`src/rtl/ahb_pkg.sv`:
```
// ---------------------------------------------------------------------------
// ahb_pkg
// Shared AHB types and helpers for the bridge-side arbiter.
//   state_t        : HTRANS encoding (IDLE/BUSY/NONSEQ/SEQ)
//   burst_t        : HBURST encoding
//   DEFAULT_MASTER : master that owns the bus when nobody requests
//   burst_beats()  : number of address beats L in a burst (1 for SINGLE/INCR)
// ---------------------------------------------------------------------------
package ahb_pkg;

    typedef enum logic [1:0] {
        TR_IDLE   = 2'b00,
        TR_BUSY   = 2'b01,
        TR_NONSEQ = 2'b10,
        TR_SEQ    = 2'b11
    } state_t;

    typedef enum logic [2:0] {
        BURST_SINGLE = 3'd0,
        BURST_INCR   = 3'd1,
        BURST_WRAP4  = 3'd2,
        BURST_INCR4  = 3'd3,
        BURST_WRAP8  = 3'd4,
        BURST_INCR8  = 3'd5,
        BURST_WRAP16 = 3'd6,
        BURST_INCR16 = 3'd7
    } burst_t;

    localparam int DEFAULT_MASTER = 0;

    // Undefined-length INCR counts as one beat; its lock comes from HBUSREQ.
    function automatic logic [4:0] burst_beats(input burst_t b);
        logic [4:0] beats;
        case (b)
            BURST_WRAP4,  BURST_INCR4:  beats = 5'd4;
            BURST_WRAP8,  BURST_INCR8:  beats = 5'd8;
            BURST_WRAP16, BURST_INCR16: beats = 5'd16;
            default:                    beats = 5'd1;
        endcase
        return beats;
    endfunction

endpackage

```
`src/rtl/ahb_bridge_arbiter_rr.sv`:
```
// ---------------------------------------------------------------------------
// ahb_rr_arbiter
// Round-robin picker. Searches from last_grant_i+1 upward (wrapping) and
// returns the first requester as a one-hot vector. With no requester the
// default master is returned. Output is all-zero when en_i is low.
//   req_i        : request vector
//   last_grant_i : index of the most recent requester that was granted
//   en_i         : arbitration enable
//   gnt_o        : one-hot next grant
// ---------------------------------------------------------------------------
module ahb_rr_arbiter
    import ahb_pkg::*;
#(
    parameter  int NUM_MASTERS = 2,
    localparam int MW          = $clog2(NUM_MASTERS)
) (
    input  logic [NUM_MASTERS-1:0] req_i,
    input  logic [MW-1:0]          last_grant_i,
    input  logic                   en_i,
    output logic [NUM_MASTERS-1:0] gnt_o
);

    logic [MW-1:0] idx;
    logic          found;

    always_comb begin
        gnt_o = '0;
        found = 1'b0;
        idx   = '0;
        if (en_i) begin
            // k = NUM_MASTERS lands back on last_grant itself, so a lone
            // requester that already owns the bus keeps it.
            for (int k = 1; k <= NUM_MASTERS; k++) begin
                idx = MW'((int'(last_grant_i) + k) % NUM_MASTERS);
                if (!found && req_i[idx]) begin
                    gnt_o[idx] = 1'b1;
                    found      = 1'b1;
                end
            end
            if (!found) begin
                gnt_o[DEFAULT_MASTER] = 1'b1;
            end
        end
    end

endmodule

```
`src/rtl/ahb_bridge_arbiter.sv`:
```
// ---------------------------------------------------------------------------
// ahb_bridge_arbiter
// Shares the single AHB slave port of the AHB-to-AXI bridge between
// NUM_MASTERS masters with round-robin arbitration that never splits a burst.
//   HCLK, HRESETn      : clock, async active-low reset
//   m_HBUSREQ          : per-master request
//   m_H*               : per-master address/data phase signals, master i at
//                        bits [i*W +: W]
//   m_HGRANT, HMASTER  : registered one-hot grant, address-phase owner
//   HADDR..HBURST      : to bridge, selected by HMASTER
//   HWDATA             : to bridge, selected by the data-phase owner
//   H*_in              : from bridge; HREADY/HRDATA/HRESP broadcast back
// ---------------------------------------------------------------------------
module ahb_bridge_arbiter
    import ahb_pkg::*;
#(
    parameter  int NUM_MASTERS       = 2,
    parameter  int AHB_DATA_WIDTH    = 64,
    parameter  int AHB_ADDRESS_WIDTH = 32,
    localparam int MW                = $clog2(NUM_MASTERS)
) (
    input  logic                                      HCLK,
    input  logic                                      HRESETn,
    input  logic [NUM_MASTERS-1:0]                    m_HBUSREQ,
    input  logic [NUM_MASTERS*AHB_ADDRESS_WIDTH-1:0]  m_HADDR,
    input  logic [NUM_MASTERS*2-1:0]                  m_HTRANS,
    input  logic [NUM_MASTERS-1:0]                    m_HWRITE,
    input  logic [NUM_MASTERS*3-1:0]                  m_HSIZE,
    input  logic [NUM_MASTERS*3-1:0]                  m_HBURST,
    input  logic [NUM_MASTERS*AHB_DATA_WIDTH-1:0]     m_HWDATA,
    output logic [NUM_MASTERS-1:0]                    m_HGRANT,
    output logic [MW-1:0]                             HMASTER,
    output logic [AHB_ADDRESS_WIDTH-1:0]              HADDR,
    output logic [1:0]                                HTRANS,
    output logic                                      HWRITE,
    output logic [2:0]                                HSIZE,
    output logic [2:0]                                HBURST,
    output logic [AHB_DATA_WIDTH-1:0]                 HWDATA,
    input  logic                                      HREADY_in,
    input  logic [AHB_DATA_WIDTH-1:0]                 HRDATA_in,
    input  logic                                      HRESP_in,
    output logic                                      HREADY,
    output logic [AHB_DATA_WIDTH-1:0]                 HRDATA,
    output logic                                      HRESP
);

    localparam int AW = AHB_ADDRESS_WIDTH;
    localparam int DW = AHB_DATA_WIDTH;
    localparam logic [NUM_MASTERS-1:0] GRANT_RST = NUM_MASTERS'(1) << DEFAULT_MASTER;

    logic [NUM_MASTERS-1:0] grant_q, grant_d, rr_gnt;
    logic [MW-1:0]          hmaster_q, data_owner_q;
    logic [MW-1:0]          last_grant_q, last_grant_d;
    logic [MW-1:0]          grant_idx, rr_idx;
    logic [3:0]             burst_left_q, burst_left_d;
    logic                   incr_lock, handover, locked, arb_en;

    function automatic logic [MW-1:0] onehot_idx(input logic [NUM_MASTERS-1:0] oh);
        logic [MW-1:0] idx;
        idx = '0;
        for (int i = 0; i < NUM_MASTERS; i++) begin
            if (oh[i]) idx = MW'(i);
        end
        return idx;
    endfunction

    assign grant_idx = onehot_idx(grant_q);
    assign rr_idx    = onehot_idx(rr_gnt);

    // Address-phase mux by HMASTER, write-data mux by the data-phase owner.
    always_comb begin
        HADDR  = m_HADDR[AW-1:0];
        HTRANS = m_HTRANS[1:0];
        HWRITE = m_HWRITE[0];
        HSIZE  = m_HSIZE[2:0];
        HBURST = m_HBURST[2:0];
        HWDATA = m_HWDATA[DW-1:0];
        for (int i = 1; i < NUM_MASTERS; i++) begin
            if (hmaster_q == MW'(i)) begin
                HADDR  = m_HADDR[i*AW +: AW];
                HTRANS = m_HTRANS[i*2 +: 2];
                HWRITE = m_HWRITE[i];
                HSIZE  = m_HSIZE[i*3 +: 3];
                HBURST = m_HBURST[i*3 +: 3];
            end
            if (data_owner_q == MW'(i)) begin
                HWDATA = m_HWDATA[i*DW +: DW];
            end
        end
    end

    assign HREADY = HREADY_in;
    assign HRDATA = HRDATA_in;
    assign HRESP  = HRESP_in;

    // Remaining address beats of a fixed-length burst, advanced on acceptance.
    always_comb begin
        burst_left_d = burst_left_q;
        if (HREADY_in) begin
            case (state_t'(HTRANS))
                TR_NONSEQ: burst_left_d = 4'(burst_beats(burst_t'(HBURST)) - 5'd1);
                TR_SEQ:    if (burst_left_q != 4'd0) burst_left_d = burst_left_q - 4'd1;
                default:   ;
            endcase
        end
    end

    always_comb begin
        incr_lock = (burst_t'(HBURST) == BURST_INCR) &&
                    ((state_t'(HTRANS) == TR_SEQ) || (state_t'(HTRANS) == TR_BUSY) ||
                     ((state_t'(HTRANS) == TR_NONSEQ) && HREADY_in)) &&
                    m_HBUSREQ[hmaster_q];
        // Until the newly granted master owns the address phase, its first
        // NONSEQ is not yet visible; re-arbitrating then would steal its slot.
        handover  = (grant_idx != hmaster_q);
        locked    = (burst_left_d != 4'd0) || incr_lock || handover;
        arb_en    = HREADY_in && !locked;
    end

    ahb_rr_arbiter #(
        .NUM_MASTERS (NUM_MASTERS)
    ) u_rr (
        .req_i        (m_HBUSREQ),
        .last_grant_i (last_grant_q),
        .en_i         (arb_en),
        .gnt_o        (rr_gnt)
    );

    always_comb begin
        grant_d      = grant_q;
        last_grant_d = last_grant_q;
        if (arb_en) begin
            grant_d = rr_gnt;
            if (|(rr_gnt & m_HBUSREQ)) last_grant_d = rr_idx;
        end
    end

    always_ff @(posedge HCLK or negedge HRESETn) begin
        if (!HRESETn) begin
            grant_q      <= GRANT_RST;
            hmaster_q    <= MW'(DEFAULT_MASTER);
            data_owner_q <= MW'(DEFAULT_MASTER);
            last_grant_q <= '0;
            burst_left_q <= '0;
        end else if (HREADY_in) begin
            grant_q      <= grant_d;
            last_grant_q <= last_grant_d;
            burst_left_q <= burst_left_d;
            hmaster_q    <= grant_idx;
            data_owner_q <= hmaster_q;
        end
    end

    assign m_HGRANT = grant_q;
    assign HMASTER  = hmaster_q;

endmodule

```
`config.mk`:
```
export PLATFORM = sky130hd
export DESIGN_NAME = ahb_bridge_arbiter
export DESIGN_NICKNAME = d
export VERILOG_FILES = /design/src/rtl/ahb_pkg.sv /design/src/rtl/ahb_bridge_arbiter_rr.sv /design/src/rtl/ahb_bridge_arbiter.sv
export SDC_FILE = /design/constraint.sdc
export NUM_CORES = 1
export LEC_CHECK = 0
export BUFFER_PORTS_ARGS = -buffer_cell sky130_fd_sc_hd__clkbuf_2
export CORE_AREA = 5 5 175 177
export DETAILED_ROUTE_END_ITERATION = 8
export DIE_AREA = 0 0 180 182
export PLACE_DENSITY_LB_ADDON = 0.2
export SYNTH_ARGS = -nofsm -noshare
export SYNTH_HDL_FRONTEND = slang
export SYNTH_HIERARCHICAL = 1
export SYNTH_SLANG_ARGS = --single-unit
```
`constraint.sdc`:
```
create_clock -name HCLK -period 4.86 [get_ports HCLK]
set_input_delay 0.972 -clock HCLK [delete_from_list [all_inputs] [get_ports HCLK]]
set_output_delay 0.972 -clock HCLK [all_outputs]
set_load 0.02 [all_outputs]
```
==> flow_summary.json <==
{
  "hp-class": "register to register",
  "multi_input_area_um2": 1580,
  "regArea_um2": 229,
  "synth_compound_area_share_pct": 6.20,
  "synthAdderAreaFrac_pct": 0.525,
  "critPathTopFamily": "multiplexers",
  "ios": 454,
  "grt_usage_pct": 7.90,
  "setup_viol": 0,
  "dp_slack_ns": 1.31,
  "numCtsBuffers": 3,
  "fin_crit_sh_pct": 68.9,
  "post_synth_xor_area_fraction_pct": 0.368,
  "htreeDepth": 1,
  "synth_area_leaders": "mux2_2 (50%), buf_4 (21%), dfrtp_1 (8.4%)",
  "first_pass_iters": 4,
  "worst_pin_slew_ns": 0.681,
  "clockRootBuffer": "clkbuf_16",
  "yosysWarnings": 6,
  "die_w_um": 180,
  "syn_area_um2": 2380,
  "cts.sinks": 9,
  "max_freq_mhz": 299,
  "drv_cap": 0,
  "clk_latency_ns": 0.23,
  "totalWireLength_um": 14500,
  "hp-start": "last_grant_q",
  "postCtsHoldBufs": 0,
  "gp_congestion": 0.796,
  "async_reset_ff_share_pct": 100,
  "critPathMostFrequentCell": "mux2i_1",
  "fin_worst_skew_ns": 0.00270,
  "yosys_register_bits": 9,
  "synth_area_per_cell_um2": 9.64,
  "power.density_nw_per_um2": 375,
  "path_buf_inv": 0,
  "rsz0062_at_grt": "false",
  "tns_ns": 0,
  "maxSlewViolCount": 0,
  "critPathMaxStageDelay_ns": 0.72,
  "min_period_ns": 3.35,
  "post_cts_resized": 0,
  "grt_pass1_vias": 2875,
  "fin_ws_ns": 1.51,
  "path_class": "register to register",
  "synthSimpleGateAreaFrac_pct": 6.72,
  "antenna_cells": 0,
  "worstPathCellList": "mux2i_1, mux2i_1, o2bb2ai_1, or4_4, nor3_4, a21boi_1, a22oi_1, nor4_4, mux2_1",
  "route.met2.wl_um": 6810,
  "cp-end-kind": "register",
  "drc": 0,
  "cts_tree": "built",
  "die-area_um2": 32800,
  "yosys.area.top_type": "mux2_2",
  "synth_edf_count": 0,
  "startpoint_type": "register",
  "synth_top_family_by_area": "multiplexers",
  "synthToLayoutAreaGrowth_pct": 69.0,
  "worstPathMaxFanout": 28,
  "cts_setup_buffers": 0,
  "io_buffer_count": 323,
  "placedCellCount": 882,
  "antenna_found_initial": 0,
  "final_hold_viol_count": 0,
  "ys.flop_type": "dfrtp_1",
  "grt_max_degree": 30,
  "crit_required_ns": 4.97,
  "synthTopCellsByCount": "mux2_2 (105), buf_4 (67), clkbuf_1 (10), dfrtp_1 (8)",
  "fill_cells": 3341,
  "overflow": 0,
  "final_nets": 778,
  "cp.arrival_ns": 3.46,
  "power_leakage_nw": 2.02,
  "layoutNonFillerInstCount": 886,
  "cts_buffer_depth": 2,
  "die_height_um": 182,
  "drt-met1-wl_um": 6410,
  "postRouteAntennaNets": 0,
  "routed.top_layer": "met4",
  "clkSlewWorstSetupHoldPaths_ns": 0.04,
  "grt_pass1_wl_um": 19600,
  "initial_core_util_pct": 8.19,
  "core_um2": 29100,
  "ir_drop_mv": 0.0982,
  "ys_types": 41,
  "drt-initial-drc-count": 124,
  "status": "completed",
  "ys_seq_area_share_pct": 9.51,
  "wl_met3_um": 990,
  "synth_top_area_share_pct": 49.6,
  "wire_per_inst_um": 16.4,
  "viasPerCell": 3.10,
  "syn_nets": 528,
  "r2r_start": "HMASTER",
  "synthCells": 247,
  "drive_gt1_share_pct": 89.3,
  "yosys.cell_count.top_type": "mux2_2",
  "critPathLaunch": "HMASTER",
  "synthMuxAreaShare_pct": 52.5,
  "cp_slowest_cell": "dfrtp_2",
  "rows": 63,
  "vias": 2750,
  "timing.slew.headroom_pct": 54.6,
  "dpl.hpwl_um": 13100
}
-- report_power, final --
group	internal, W	leakage (nW)	switching (W)
Combinational	0.000518	1.87	0.000652
Sequential	0.000105	0.112	0.0000881
Clock	0.000110	0.0382	0.0000380
Total	0.000733	2.02	0.000778
-- final timing paths --
kind / slack [ns] / end / cells after the start
hold reg to reg: 0.51 / last_grant_q / 1
min in group asynchronous: 0.61 / data_owner_q / 1
setup reg to reg: 1.51 / last_grant_q / 9
setup / recovery: 1.51 / last_grant_q / 9
max in group asynchronous: 3.97 / m_HGRANT[0] / 1
hold / removal: 0.51 / last_grant_q / 1
-- registers in the layout, summed over array words and instances, names as in the netlist --
register / cells
burst_left_q: 4
m_HGRANT: 2
HMASTER: 1
data_owner_q: 1
last_grant_q: 1
-- logic make-up after synthesis --
| group | Yosys count |
|---|---|
| DFF | 9 |
| buffers and inverters | 84 |
| AOI/OAI and AO/OA | 19 |
| xor gates and xnor gates | 1 |
| muxes | 111 |
| and+or+nand+nor | 22 |
| adders and majority gates | 1 |
-- metal layers --
layer  up-vias  global-route usage, %
met5         -                      0
met4         0                   2.35
met3        40                   1.76
met2       114                   12.2
met1      1267                   11.0
li1       1329                      -
-- final cells by class --
type / count / share of cell area [%]
inverter: 3 / 0.280
tap: 390 / 12.1
sequential: 9 / 5.69
timing repair buffer: 326 / 40.7
multi-input combinational: 154 / 39.2
clock buffer: 4 / 1.96
-- placed cells by master, fill, tap and decap left out, types with 3 or more instances in the layout --
cell type | synthesis | layout
mux2_1 | 3 | 3
clkbuf_16 | 0 | 3
inv_1 | 3 | 3
dfrtp_1 | 8 | 6
mux2_2 | 105 | 105
clkbuf_2 | 0 | 323
nand3_1 | 3 | 3
nand3b_1 | 4 | 4
o21ai_0 | 3 | 3
nand2_1 | 4 | 4
buf_4 | 67 | 3
-- metrics by stage --
step / hold slack, ns / total power (W) / utilization [%] / instance area, um2
floorplan: 0.458 / 0.00104 / - / 2380
global placement: 0.490 / 0.00139 / 13.6 / 3950
detailed placement: 0.497 / 0.00138 / 13.6 / 3950
CTS: 0.523 / 0.00154 / 13.8 / 4030
global route: 0.540 / 0.00161 / 13.8 / 4030
finish: 0.509 / 0.00151 / 13.8 / 4030
Note: power is estimated with default switching activity, not from simulation.
